==> config.mk <==
export PLATFORM = sky130hd
export DESIGN_NAME = onehot_pulse_decoder
export DESIGN_NICKNAME = d
export VERILOG_FILES = /design/src/rtl/onehot_dec_pkg.sv /design/src/rtl/onehot_pulse_decoder_fifo.sv /design/src/rtl/onehot_pulse_decoder.sv
export SDC_FILE = /design/constraint.sdc
export NUM_CORES = 1
export LEC_CHECK = 0
export ABC_AREA = 1
export ABC_CLOCK_PERIOD_IN_PS = 2200
export CORE_ASPECT_RATIO = 1.25
export CORE_MARGIN = 2
export CORE_UTILIZATION = 35
export DETAILED_ROUTE_END_ITERATION = 8
export PLACE_DENSITY = 0.65
export SYNTH_ARGS = -nofsm -noshare
export SYNTH_HDL_FRONTEND = slang
export SYNTH_SLANG_ARGS = --single-unit
==> constraint.sdc <==
create_clock -name clk -period 2.2 [get_ports clk]
set_input_delay 0.22 -clock clk [delete_from_list [all_inputs] [get_ports clk]]
set_output_delay 0.22 -clock clk [all_outputs]
set_load 0.005 [all_outputs]
==> src/rtl/onehot_dec_pkg.sv <==
// Shared types and helpers for the one-hot pulse decoder.
package onehot_dec_pkg;

    localparam int N_OUT     = 8;
    localparam int IDX_W     = 3;
    localparam int CMD_LEN_W = 4;

    typedef struct packed {
        logic [IDX_W-1:0]     idx;
        logic [CMD_LEN_W-1:0] len;
    } dec_cmd_t;

    typedef enum logic [1:0] {
        IDLE   = 2'd0,
        ACTIVE = 2'd1,
        GAP    = 2'd2
    } dec_state_e;

    function automatic logic [N_OUT-1:0] idx_to_onehot(input logic [IDX_W-1:0] idx);
        return N_OUT'(1) << idx;
    endfunction

endpackage

==> src/rtl/onehot_pulse_decoder_fifo.sv <==
// Synchronous command FIFO; pushes are refused when full, pops ignored when empty.
module dec_cmd_fifo
    import onehot_dec_pkg::*;
#(
    parameter int DEPTH = 4
) (
    input  logic                     clk,
    input  logic                     rst,
    input  logic                     push,
    input  logic                     pop,
    input  dec_cmd_t                 wdata,
    output dec_cmd_t                 rdata,
    output logic                     full,
    output logic                     empty,
    output logic [$clog2(DEPTH):0]   level
);

    localparam int AW = $clog2(DEPTH);

    dec_cmd_t        mem_q [DEPTH];
    logic [AW-1:0]   wr_ptr_q, wr_ptr_d;
    logic [AW-1:0]   rd_ptr_q, rd_ptr_d;
    logic [AW:0]     level_q, level_d;
    logic            push_ok, pop_ok;

    assign full    = (level_q == (AW+1)'(DEPTH));
    assign empty   = (level_q == '0);
    assign level   = level_q;
    assign rdata   = mem_q[rd_ptr_q];
    assign push_ok = push && !full;
    assign pop_ok  = pop && !empty;

    always_comb begin
        wr_ptr_d = wr_ptr_q;
        rd_ptr_d = rd_ptr_q;
        level_d  = level_q;
        if (push_ok) wr_ptr_d = wr_ptr_q + AW'(1);
        if (pop_ok)  rd_ptr_d = rd_ptr_q + AW'(1);
        unique case ({push_ok, pop_ok})
            2'b10:   level_d = level_q + (AW+1)'(1);
            2'b01:   level_d = level_q - (AW+1)'(1);
            default: level_d = level_q;
        endcase
    end

    always_ff @(posedge clk) begin
        if (rst) begin
            wr_ptr_q <= '0;
            rd_ptr_q <= '0;
            level_q  <= '0;
        end else begin
            wr_ptr_q <= wr_ptr_d;
            rd_ptr_q <= rd_ptr_d;
            level_q  <= level_d;
        end
    end

    always_ff @(posedge clk) begin
        if (push_ok) mem_q[wr_ptr_q] <= wdata;
    end

endmodule

==> src/rtl/onehot_pulse_decoder.sv <==
// Queued 3-to-8 pulse decoder: each {idx,len} command drives dec_out[idx] for len cycles.
//   state  | meaning
//   IDLE   | no pulse; pops the FIFO head when one is available
//   ACTIVE | dec_out holds the one-hot of the current command, cnt_q counts down
//   GAP    | forced zero cycles between pulses, gap_q counts down
module onehot_pulse_decoder
    import onehot_dec_pkg::*;
#(
    parameter int DEPTH      = 4,
    parameter int LEN_W      = CMD_LEN_W,
    parameter int GAP_CYCLES = 1
) (
    input  logic                     clk,
    input  logic                     rst,
    input  logic                     in_valid,
    output logic                     in_ready,
    input  logic [2:0]               in_idx,
    input  logic [LEN_W-1:0]         in_len,
    output logic [7:0]               dec_out,
    output logic                     pulse_last,
    output logic                     busy,
    output logic [$clog2(DEPTH):0]   fifo_level
);

    localparam int GAP_W = $clog2(GAP_CYCLES + 2);

    dec_state_e         state_q, state_d;
    logic [LEN_W-1:0]   cnt_q, cnt_d;
    logic [GAP_W-1:0]   gap_q, gap_d;
    logic [N_OUT-1:0]   dec_q, dec_d;
    logic               pop, load;
    logic               full, empty;
    dec_cmd_t           head, wcmd;

    assign in_ready = !rst && !full;
    assign wcmd     = '{idx: in_idx, len: in_len};

    dec_cmd_fifo #(.DEPTH(DEPTH)) u_fifo (
        .clk   (clk),
        .rst   (rst),
        .push  (in_valid && in_ready),
        .pop   (pop),
        .wdata (wcmd),
        .rdata (head),
        .full  (full),
        .empty (empty),
        .level (fifo_level)
    );

    always_comb begin
        state_d = state_q;
        cnt_d   = cnt_q;
        gap_d   = gap_q;
        dec_d   = dec_q;
        load    = 1'b0;
        unique case (state_q)
            IDLE: begin
                dec_d = '0;
                if (!empty) load = 1'b1;
            end
            ACTIVE: begin
                if (cnt_q <= LEN_W'(1)) begin
                    if (GAP_CYCLES > 0) begin
                        state_d = GAP;
                        dec_d   = '0;
                        gap_d   = GAP_W'(GAP_CYCLES);
                    end else if (!empty) begin
                        load = 1'b1;
                    end else begin
                        state_d = IDLE;
                        dec_d   = '0;
                    end
                end else begin
                    cnt_d = cnt_q - LEN_W'(1);
                end
            end
            GAP: begin
                dec_d = '0;
                if (gap_q <= GAP_W'(1)) begin
                    if (!empty) load = 1'b1;
                    else        state_d = IDLE;
                end else begin
                    gap_d = gap_q - GAP_W'(1);
                end
            end
            default: begin
                state_d = IDLE;
                dec_d   = '0;
            end
        endcase
        // A load overrides whatever the state above decided; zero length runs as one cycle.
        if (load) begin
            state_d = ACTIVE;
            cnt_d   = (head.len == '0) ? LEN_W'(1) : head.len;
            dec_d   = idx_to_onehot(head.idx);
        end
        pop = load;
    end

    always_ff @(posedge clk) begin
        if (rst) begin
            state_q <= IDLE;
            cnt_q   <= '0;
            gap_q   <= '0;
            dec_q   <= '0;
        end else begin
            state_q <= state_d;
            cnt_q   <= cnt_d;
            gap_q   <= gap_d;
            dec_q   <= dec_d;
        end
    end

    assign dec_out    = dec_q;
    assign pulse_last = (state_q == ACTIVE) && (cnt_q == LEN_W'(1));
    // Busy tracks outstanding work; a trailing gap with nothing queued does not count.
    assign busy       = (state_q == ACTIVE) || !empty;

endmodule

==> impl_metrics.env, run 1 <==
export IMPL_run_status="finished, final reports clean"
export IMPL_cp_end_kind="flop"
export IMPL_antenna_found_initial=0
export IMPL_maxSlewHeadroom=0.8118
export IMPL_clkSinkCount=53
export IMPL_crit_path_max_fanout=6
export IMPL_synth_cell_types=33
export IMPL_slew_viol_final=0
export IMPL_cts_buffers=5
export IMPL_tns_ns=0
export IMPL_post_route_cells_drive_above_1_share=0.1750
export IMPL_cp_start_kind="flop"
export IMPL_power_density_mw_per_mm2=1027
export IMPL_max_slew_worst_pin_slew_ns=0.2819
export IMPL_arrival_ns=2.19
export IMPL_drt_wl_total_um=4077
export IMPL_finalSetupViolations=0
export IMPL_critPathSlowestCell="fa_2"
export IMPL_p_leak_uw=0.001093
export IMPL_synth_top_area_frac=0.3542
export IMPL_clock_latency_ns=0.30
export IMPL_synthesis_nets=264
export IMPL_syn_cell_area_mm2=0.002374
export IMPL_worstPathRequired_ns=2.45
export IMPL_synth_xor_xnor_area_share=0.007380
export IMPL_rsz0062_at_grt="false"
export IMPL_routedWlPerCell_um=11.11
export IMPL_hold_viol_final=0
export IMPL_nets=298
export IMPL_drtPass1Iterations=4
export IMPL_die_y_um=96.07
export IMPL_std_cell_rows=33
export IMPL_yosysWarningCount=0
export IMPL_areaGrowthSynthToFinish_pct=19.50
export IMPL_synthAdderAreaFrac=0.05061
export IMPL_worstPathCellList="inv_2 -> ha_1 -> nor2_2 -> nand2_1 -> nand3_4 -> inv_4 -> ha_1 -> inv_1 -> fa_2 -> nor2_1 -> a21oi_1 -> nor2_1"
export IMPL_cts_tree="done"
export IMPL_ys_ff_latch=53
export IMPL_yosysSeqAreaShare=0.5651
export IMPL_synthSimpleGateAreaFrac=0.2341
export IMPL_viasPerCell=4.523
export IMPL_vias=1660
export IMPL_grt_max_degree=19
export IMPL_synth_top_cell_by_area="edfxtp_1"
export IMPL_dpl_hpwl_um=3044
export IMPL_cts_buffer_depth=2
export IMPL_cts_htree_levels=2
export IMPL_grt_met1_usage=0.1321
export IMPL_grt_pass1_vias=1642
export IMPL_critPathKind="flop to flop"
export IMPL_postRouteAntennaNets=0
export IMPL_hp_class="flop to flop"
export IMPL_grt_usage=0.1200
export IMPL_slowest_delay_ns=0.44
export IMPL_synth_top_family_by_area="simple AND/OR/NAND/NOR gates"
export IMPL_drc_errors=0
export IMPL_die_w_um=77.66
export IMPL_num_io_pins=24
export IMPL_grt_use_met2=0.2184
export IMPL_final_core_util=0.4321
export IMPL_postCtsHoldBufs=0
export IMPL_grt_pass1_wl_um=6969
export IMPL_clkTransAtPathRegs_ns=0.10
export IMPL_post_route_period_util=0.8809
export IMPL_avgSynthCellArea_um2=9.688
export IMPL_fin_hold_ws_ns=0.4714
export IMPL_use_met3=0.01970
export IMPL_syn_inst=245
export IMPL_synth_area_top_cells="edfxtp_1, dfxtp_1, nand2_1"
export IMPL_place_congestion=0.8243
export IMPL_top_usage_layer="met2"
export IMPL_synthArstFlopShare=0
export IMPL_cap_viol_max_count=0
export IMPL_fin_skew_ns=0.009031
export IMPL_port_buffers=23
export IMPL_ys_flop_type="edfxtp_1"
export IMPL_start_util=0.3615
export IMPL_synth_compound_area_frac=0.08276
export IMPL_synth_edf_count=28
export IMPL_fmax_mhz=516.0
export IMPL_drtIter0Drc=42
export IMPL_dieArea_mm2=0.007460
export IMPL_core_mm2=0.006565
export IMPL_antenna_cells=0
export IMPL_synth_mux_area_frac=0
export IMPL_period_minus_slack_ns=1.938
export IMPL_root_buffer="clkbuf_8"
export IMPL_peakVddDrop_mv=0.3616
export IMPL_overflow=0
[synth_stat cells (3+ instances only)]
master / n
a21oi_1: 12
a21oi_2: 6
edfxtp_1: 28
nand2_2: 4
inv_2: 8
o21ai_1: 6
dfxtp_1: 25
inv_1: 15
ha_1: 8
nand3_1: 17
nand2_1: 66
nand3_2: 3
nor2_1: 20
buf_6: 3
[cell families (layout without fill, tap and decap cells)]
kind of cell               Yosys count  after routing
DFF                                 53             53
and+or+nand+nor                    119            119
buffers and inverters               31             66
adders and majority gates            9              9
xor gates and xnor gates             2              2
AOI/OAI and AO/OA                   31             31
[flip-flops by register name (all words and copies together) (netlist names), named ones only]
signal           count
u_fifo.level         3
u_fifo.wr_ptr_q      2
gap_q                2
dec_out              8
cnt_q                4
u_fifo.rd_ptr_q      2
u_fifo.mem_q        28
state_q              2
[layout make-up]
| cell class | count | area, um2 |
|---|---|---|
| Fill cell | 621 | 3729 |
| Sequential cell | 53 | 1341 |
| Multi-Input combinational cell | 161 | 892.1 |
| Timing Repair Buffer | 32 | 297.8 |
| Tap cell | 87 | 108.9 |
| Inverter | 26 | 101.3 |
| Clock buffer | 5 | 68.82 |
| Clock inverter | 3 | 26.28 |
[placed cells by master, fill, tap and decap left out, types with 2 or more instances in the layout]
cell	synthesis	layout
nand2_1	66	66
edfxtp_1	28	28
dfxtp_1	25	25
clkdlybuf4s50_1	0	23
nor2_1	20	20
nand3_1	17	17
inv_1	15	15
a21oi_1	12	12
buf_4	0	9
inv_2	8	8
ha_1	8	8
o21ai_1	6	7
a21oi_2	6	6
clkbuf_8	0	5
nand2_2	4	4
nand3_2	3	3
nand3_4	2	2
nand2_4	2	2
xor2_1	2	2
clkinv_4	0	2
[stage by stage]
step	cell area (um2)	worst slack, ns	power [uW]	instances
floorplan	2374	0.2887	2085	245
global placement	2730	0.2002	2357	358
detailed placement	2730	0.1414	2381	358
CTS	2825	0.1164	2939	366
global route	2836	0.01822	3155	367
finish	2836	0.2621	2913	367
[worst max-delay path, delay by kind of cell (launching register included)]
family | cells | cell delay [ns]
adders and majority gates | 3 | 0.79
and+or+nand+nor | 5 | 0.50
DFF | 1 | 0.35
buffers and inverters | 3 | 0.20
AOI/OAI and AO/OA | 1 | 0.05
[per-layer routing]
metal,share of wire,wire (um)
met5,0,0
met4,0.020,83
met1,0.41,1681
met3,0.027,110
met2,0.54,2203
[what timing repair did]
item,4_1_cts,5_1_grt
resized for setup,0,3
buffers inserted,0,1
endpoints found under the setup margin,0,2
[final timing paths]
| check | start | end | slack (ns) | cells after the start |
|---|---|---|---|---|
| worst min-delay path | dec_out[7] | dec_out[7] | 0.47 | 2 |
| worst max register to register | gap_q[1] | u_fifo.level[1] | 0.26 | 12 |
| worst max-delay path | gap_q[1] | u_fifo.level[1] | 0.26 | 12 |
| worst min register to register | dec_out[7] | dec_out[7] | 0.47 | 2 |
[power breakdown]
group	switching [uW]	internal, uW	leakage (uW)
Clock	315	232	0.0000487
Sequential	73.8	1170	0.000459
Combinational	667	454	0.000586
Total	1060	1860	0.00109
No activity file was read; power rests on OpenSTA's default activity.
==> run 2, diff against run 1 <==
==> constraint.sdc (replaced) <==
create_clock -name clk -period 2.2 [get_ports clk]
set_input_delay 0.22 -clock clk [delete_from_list [all_inputs] [get_ports clk]]
set_output_delay 0.22 -clock clk [all_outputs]
set_load 0.05 [all_outputs]
==> run 2 against run 1 <==
Effect of this change:
- sequential power barely moved
- register-to-register slack got worse by 0.05 ns
- hold slack improved by 0.0090 ns
- routed wire length rose by 4.8%
- power rose by 7.6%
- setup slack got worse by 0.053 ns
- clock power rose by 4.8%
- clock skew fell by 0.0013 ns
- global-route usage rose by 0.62 points
- critical endpoint is now u_fifo.level[2]
- largest cell class unchanged
==> impl_metrics.env, run 2 (synthesized netlist as in run 1, its figures left out) <==
export IMPL_routedWlPerCell_um=11.65
export IMPL_p_leak_uw=0.001121
export IMPL_core_mm2=0.006565
export IMPL_arrival_ns=2.20
export IMPL_clkTransAtPathRegs_ns=0.10
export IMPL_finalSetupViolations=0
export IMPL_final_seq_area_mm2=0.001345
export IMPL_grt_pass1_wl_um=7286
export IMPL_maxSlewHeadroom=0.6679
export IMPL_place_area_mm2=0.002759
export IMPL_rsz0062_at_grt="false"
export IMPL_fin_hold_ws_ns=0.4804
export IMPL_fin_skew_ns=0.007748
export IMPL_largest_register="u_fifo.mem_q"
export IMPL_fmax_mhz=502.2
export IMPL_overflow=0
export IMPL_cts_buffer_depth=2
export IMPL_max_slew_worst_pin_slew_ns=0.4965
export IMPL_postRouteAntennaNets=0
export IMPL_dieArea_mm2=0.007460
export IMPL_std_cell_rows=33
export IMPL_peakVddDrop_mv=0.3658
export IMPL_drtPass1Iterations=4
export IMPL_grt_pass1_vias=1595
export IMPL_vias=1661
export IMPL_die_y_um=96.07
export IMPL_run_status="finished, final reports clean"
export IMPL_fin_area_mm2=0.002864
export IMPL_viasPerCell=4.526
export IMPL_place_congestion=0.7704
export IMPL_fillers=628
export IMPL_post_route_period_util=0.9051
export IMPL_worstPathRequired_ns=2.41
export IMPL_drt_wl_total_um=4274
export IMPL_cts_tree="done"
export IMPL_areaGrowthSynthToFinish_pct=20.66
export IMPL_drc_errors=0
export IMPL_port_buffers=23
export IMPL_hold_viol_final=0
export IMPL_period_minus_slack_ns=1.991
export IMPL_grt_usage=0.1262
export IMPL_final_cell_mix="nand2_1, edfxtp_1, dfxtp_1, nor2_1, clkdlybuf4s50_1"
export IMPL_clock_latency_ns=0.32
export IMPL_dpl_hpwl_um=3144
export IMPL_crit_path_max_fanout=6
export IMPL_root_buffer="clkbuf_8"
export IMPL_num_io_pins=24
export IMPL_grt_max_degree=19
export IMPL_power_density_mw_per_mm2=1094
export IMPL_finish_cell_count_without_fillers=367
export IMPL_p_total_uw=3134
export IMPL_cap_viol_max_count=0
export IMPL_multi_input_area_um2=904.6
export IMPL_cts_buffers=5
export IMPL_nets=298
export IMPL_post_route_cells_drive_above_1_share=0.1893
export IMPL_largest_reg_flops=28
export IMPL_final_common_cell="nand2_1"
export IMPL_cp_start_kind="flop"
export IMPL_critPathKind="flop to flop"
export IMPL_drtIter0Drc=75
export IMPL_cts_htree_levels=2
export IMPL_layout_setup_ws_ns=0.2087
export IMPL_cp_end_kind="flop"
export IMPL_slew_viol_final=0
export IMPL_dp_cells=358
export IMPL_pre_cts_ws_ns=0.1189
export IMPL_clkSinkCount=53
export IMPL_antenna_found_initial=0
export IMPL_hp_class="flop to flop"
export IMPL_antenna_cells=0
export IMPL_start_util=0.3615
export IMPL_die_w_um=77.66
run 2: changes by cell type in the layout (fill, tap and decap cells not counted), sizes merged:
cell	previous run	this run
dlygate4sd2	0	1
dlymetal6s2s	0	1
buf	9	10
clkdlybuf4s50	23	20
run 2: where the power goes:
part	switching, uW	internal [uW]
Combinational	844	451
Sequential	90.3	1170
Clock	341	232
Total	1280	1860
run 2: final cells by class:
class                   count  share of cell area
flip-flops and latches     53              0.4696
multi-input cells         161              0.3159
repair buffers             32              0.1079
well taps                  87             0.03801
inverters                  26             0.03539
clock buffers               5             0.02403
clock inverters             3            0.009174
run 2: worst max-delay path, stage by stage, from the launching register on:
cell,delay (ns)
dfxtp_1,0.33
inv_2,0.06
ha_1,0.15
nor2_2,0.05
nand2_1,0.09
nand3_4,0.09
inv_4,0.09
ha_1,0.13
inv_1,0.06
fa_1,0.37
a21oi_1,0.14
o21ai_0,0.12
o21ai_1,0.14
a21oi_1,0.05
run 2: repair_timing:
action / CTS / global route
hold buffers: 0 / 0
endpoints found under the setup margin: 1 / 3
gates resized for setup: 1 / 2
setup buffers: 0 / 1
run 2: routing by layer:
| layer | global-route usage | vias up | share of wire |
|---|---|---|---|
| met1 | 0.1416 | 771 | 0.43 |
| met5 | 0 | - | 0 |
| met3 | 0.02533 | 6 | 0.022 |
| met4 | 0.05804 | 0 | 0.021 |
| li1 | - | 868 | - |
| met2 | 0.2306 | 16 | 0.52 |
run 2: path summary, 6_finish.rpt:
kind,start,to,slack [ns],depth (start not counted)
setup reg to reg,gap_q[1],u_fifo.level[2],0.21,13
hold reg to reg,dec_out[7],dec_out[7],0.48,2
hold / removal,dec_out[7],dec_out[7],0.48,2
setup / recovery,gap_q[1],u_fifo.level[2],0.21,13
run 2: stage by stage:
step | setup TNS (ns) | utilization
floorplan | -0.05866 | -
global placement | 0 | 0.4202
detailed placement | 0 | 0.4202
CTS | 0 | 0.4345
global route | 0 | 0.4362
finish | 0 | 0.4362
==> run 3, diff against run 2 <==
--- a/config.mk
+++ b/config.mk
@@ -8,10 +8,11 @@
 export ABC_AREA = 1
 export ABC_CLOCK_PERIOD_IN_PS = 2200
 export CORE_ASPECT_RATIO = 1.25
-export CORE_MARGIN = 2
+export CORE_MARGIN = 3
 export CORE_UTILIZATION = 35
 export DETAILED_ROUTE_END_ITERATION = 8
 export PLACE_DENSITY = 0.65
+export SLEW_MARGIN = 20
 export SYNTH_ARGS = -nofsm -noshare
 export SYNTH_HDL_FRONTEND = slang
 export SYNTH_SLANG_ARGS = --single-unit
==> run 3 against run 2 <==
Effect of this change:
- clock-buffer cell count is the same
- clock skew grew 0.0019 ns
- sequential share of layout area hardly changed
- die area grew 4.7%
- critical path type unchanged
- critical endpoint unchanged
==> impl_metrics.env, run 3 (synthesized netlist as in run 1, its figures left out) <==
export IMPL_place_congestion=0.8242
export IMPL_clkPwrFrac=0.180
export IMPL_critPathTopFamily="adder cells"
export IMPL_finalSetupViolations=0
export IMPL_clock_latency_ns=0.31
export IMPL_viasPerCell=4.521
export IMPL_grt_pass1_vias=1573
export IMPL_crit_buf_inv=3
export IMPL_place_area_mm2=0.002756
export IMPL_num_io_pins=24
export IMPL_cap_viol_max_count=0
export IMPL_fin_area_mm2=0.002861
export IMPL_cts_tree="done"
export IMPL_run_status="finished, final reports clean"
export IMPL_clkSinkCount=53
export IMPL_vias=1650
export IMPL_peakVddDrop_mv=0.3304
export IMPL_seqPwrFrac=0.404
export IMPL_hp_class="flop to flop"
export IMPL_multi_input_area_um2=904.6
export IMPL_internal_power_uw=1859
export IMPL_largest_register="u_fifo.mem_q"
export IMPL_worstPathCellList="inv_2 -> ha_1 -> nor2_2 -> nand2_1 -> nand3_4 -> inv_4 -> ha_1 -> inv_1 -> fa_1 -> a21oi_1 -> o21ai_0 -> o21ai_1 -> a21oi_1"
export IMPL_wl_met1_um=1787
export IMPL_nets=298
export IMPL_dpl_hpwl_um=3070
export IMPL_root_buffer="clkbuf_8"
export IMPL_slew_viol_final=0
export IMPL_hold_viol_final=0
export IMPL_maxSlewHeadroom=0.6601
export IMPL_grt_max_degree=19
export IMPL_fillers=593
export IMPL_period_minus_slack_ns=2.017
export IMPL_postRouteAntennaNets=0
export IMPL_p_leak_uw=0.001121
export IMPL_dieArea_mm2=0.007812
export IMPL_largest_reg_flops=28
export IMPL_drtIter0Drc=57
export IMPL_die_y_um=98.07
export IMPL_dp_cells=356
export IMPL_route_met2_wl_um=2172
export IMPL_start_util=0.3728
export IMPL_post_route_period_util=0.9168
export IMPL_final_core_util=0.4495
export IMPL_layout_setup_ws_ns=0.1829
export IMPL_cts_htree_levels=2
export IMPL_critPathKind="flop to flop"
export IMPL_antenna_cells=0
export IMPL_power_density_mw_per_mm2=1089
export IMPL_fin_skew_ns=0.009618
export IMPL_final_cell_mix="nand2_1, edfxtp_1, dfxtp_1, nor2_1, clkdlybuf4s50_1"
export IMPL_critPathSlowestCell="fa_1"
export IMPL_cts_buffers=5
export IMPL_routedWlPerCell_um=11.41
export IMPL_switchingPower_uw=1258
export IMPL_fin_hold_ws_ns=0.4682
export IMPL_core_mm2=0.006366
export IMPL_port_buffers=23
export IMPL_die_w_um=79.66
export IMPL_grt_usage=0.1184
export IMPL_overflow=0
export IMPL_drt_wl_total_um=4163
export IMPL_antenna_found_initial=0
export IMPL_drtPass1Iterations=4
export IMPL_rsz0062_at_grt="false"
export IMPL_cp_start_kind="flop"
export IMPL_slowest_delay_ns=0.37
export IMPL_pre_cts_ws_ns=0.1191
export IMPL_arrival_ns=2.22
export IMPL_final_common_cell="nand2_1"
export IMPL_areaGrowthSynthToFinish_pct=20.56
export IMPL_fmax_mhz=495.8
export IMPL_drc_errors=0
export IMPL_crit_path_max_fanout=6
export IMPL_std_cell_rows=32
export IMPL_wl_met3_um=122
export IMPL_power_frac_comb=0.415
export IMPL_routed_top_layer="met4"
export IMPL_clkTransAtPathRegs_ns=0.10
export IMPL_grt_pass1_wl_um=7300
export IMPL_finish_cell_count_without_fillers=365
export IMPL_post_route_cells_drive_above_1_share=0.1893
export IMPL_final_seq_area_mm2=0.001345
export IMPL_switching_share=0.4036
export IMPL_max_slew_worst_pin_slew_ns=0.5082
export IMPL_cp_end_kind="flop"
export IMPL_worstPathRequired_ns=2.40
export IMPL_cts_buffer_depth=2
## run 3: layout make-up
cell class              count  area share
clock buffers               5     0.02405
well taps                  85     0.03717
repair buffers             32      0.1080
inverters                  26     0.03542
multi-input cells         161      0.3161
flip-flops and latches     53      0.4700
clock inverters             3    0.009182
## run 3: final timing paths
kind              cells past startpoint  slack, ns               to        from
hold reg to reg                       2       0.47       dec_out[7]  dec_out[7]
setup reg to reg                     13       0.18  u_fifo.level[2]    gap_q[1]
setup / recovery                     13       0.18  u_fifo.level[2]    gap_q[1]
hold / removal                        2       0.47       dec_out[7]  dec_out[7]
## run 3: power by group through the flow
stage | Clock, uW | Sequential [uW] | Combinational, uW
after floorplan | 0 | 1390 | 888
after global placement | 0 | 1280 | 1280
after detailed placement | 0 | 1280 | 1290
after CTS | 588 | 1260 | 1290
after global routing | 622 | 1280 | 1460
final | 562 | 1260 | 1290
## run 3: metal layers
| metal | track usage | vias up |
|---|---|---|
| met4 | 0.05026 | 0 |
| met1 | 0.1442 | 745 |
| met2 | 0.2019 | 26 |
| met5 | 0 | - |
| li1 | - | 871 |
| met3 | 0.02214 | 8 |
## run 3: through the flow
stage               TNS (ns)  total power [uW]
CTS                        0              3141
detailed placement         0              2578
global route               0              3360
global placement           0              2563
floorplan           -0.05866              2283
finish                     0              3117
## run 3: what timing repair did
action,CTS,global route
gates resized for setup,1,2
endpoints found under the setup margin,1,3
setup buffers,0,1
hold buffers,0,0
## run 3: worst register-to-register path: cells and delay by family, from the launching register on
kind / cells / cell delay (ns)
and+or+nand+nor: 3 / 0.24
adders and majority gates: 3 / 0.68
buffers and inverters: 3 / 0.22
AOI/OAI and AO/OA: 4 / 0.44
DFF: 1 / 0.34
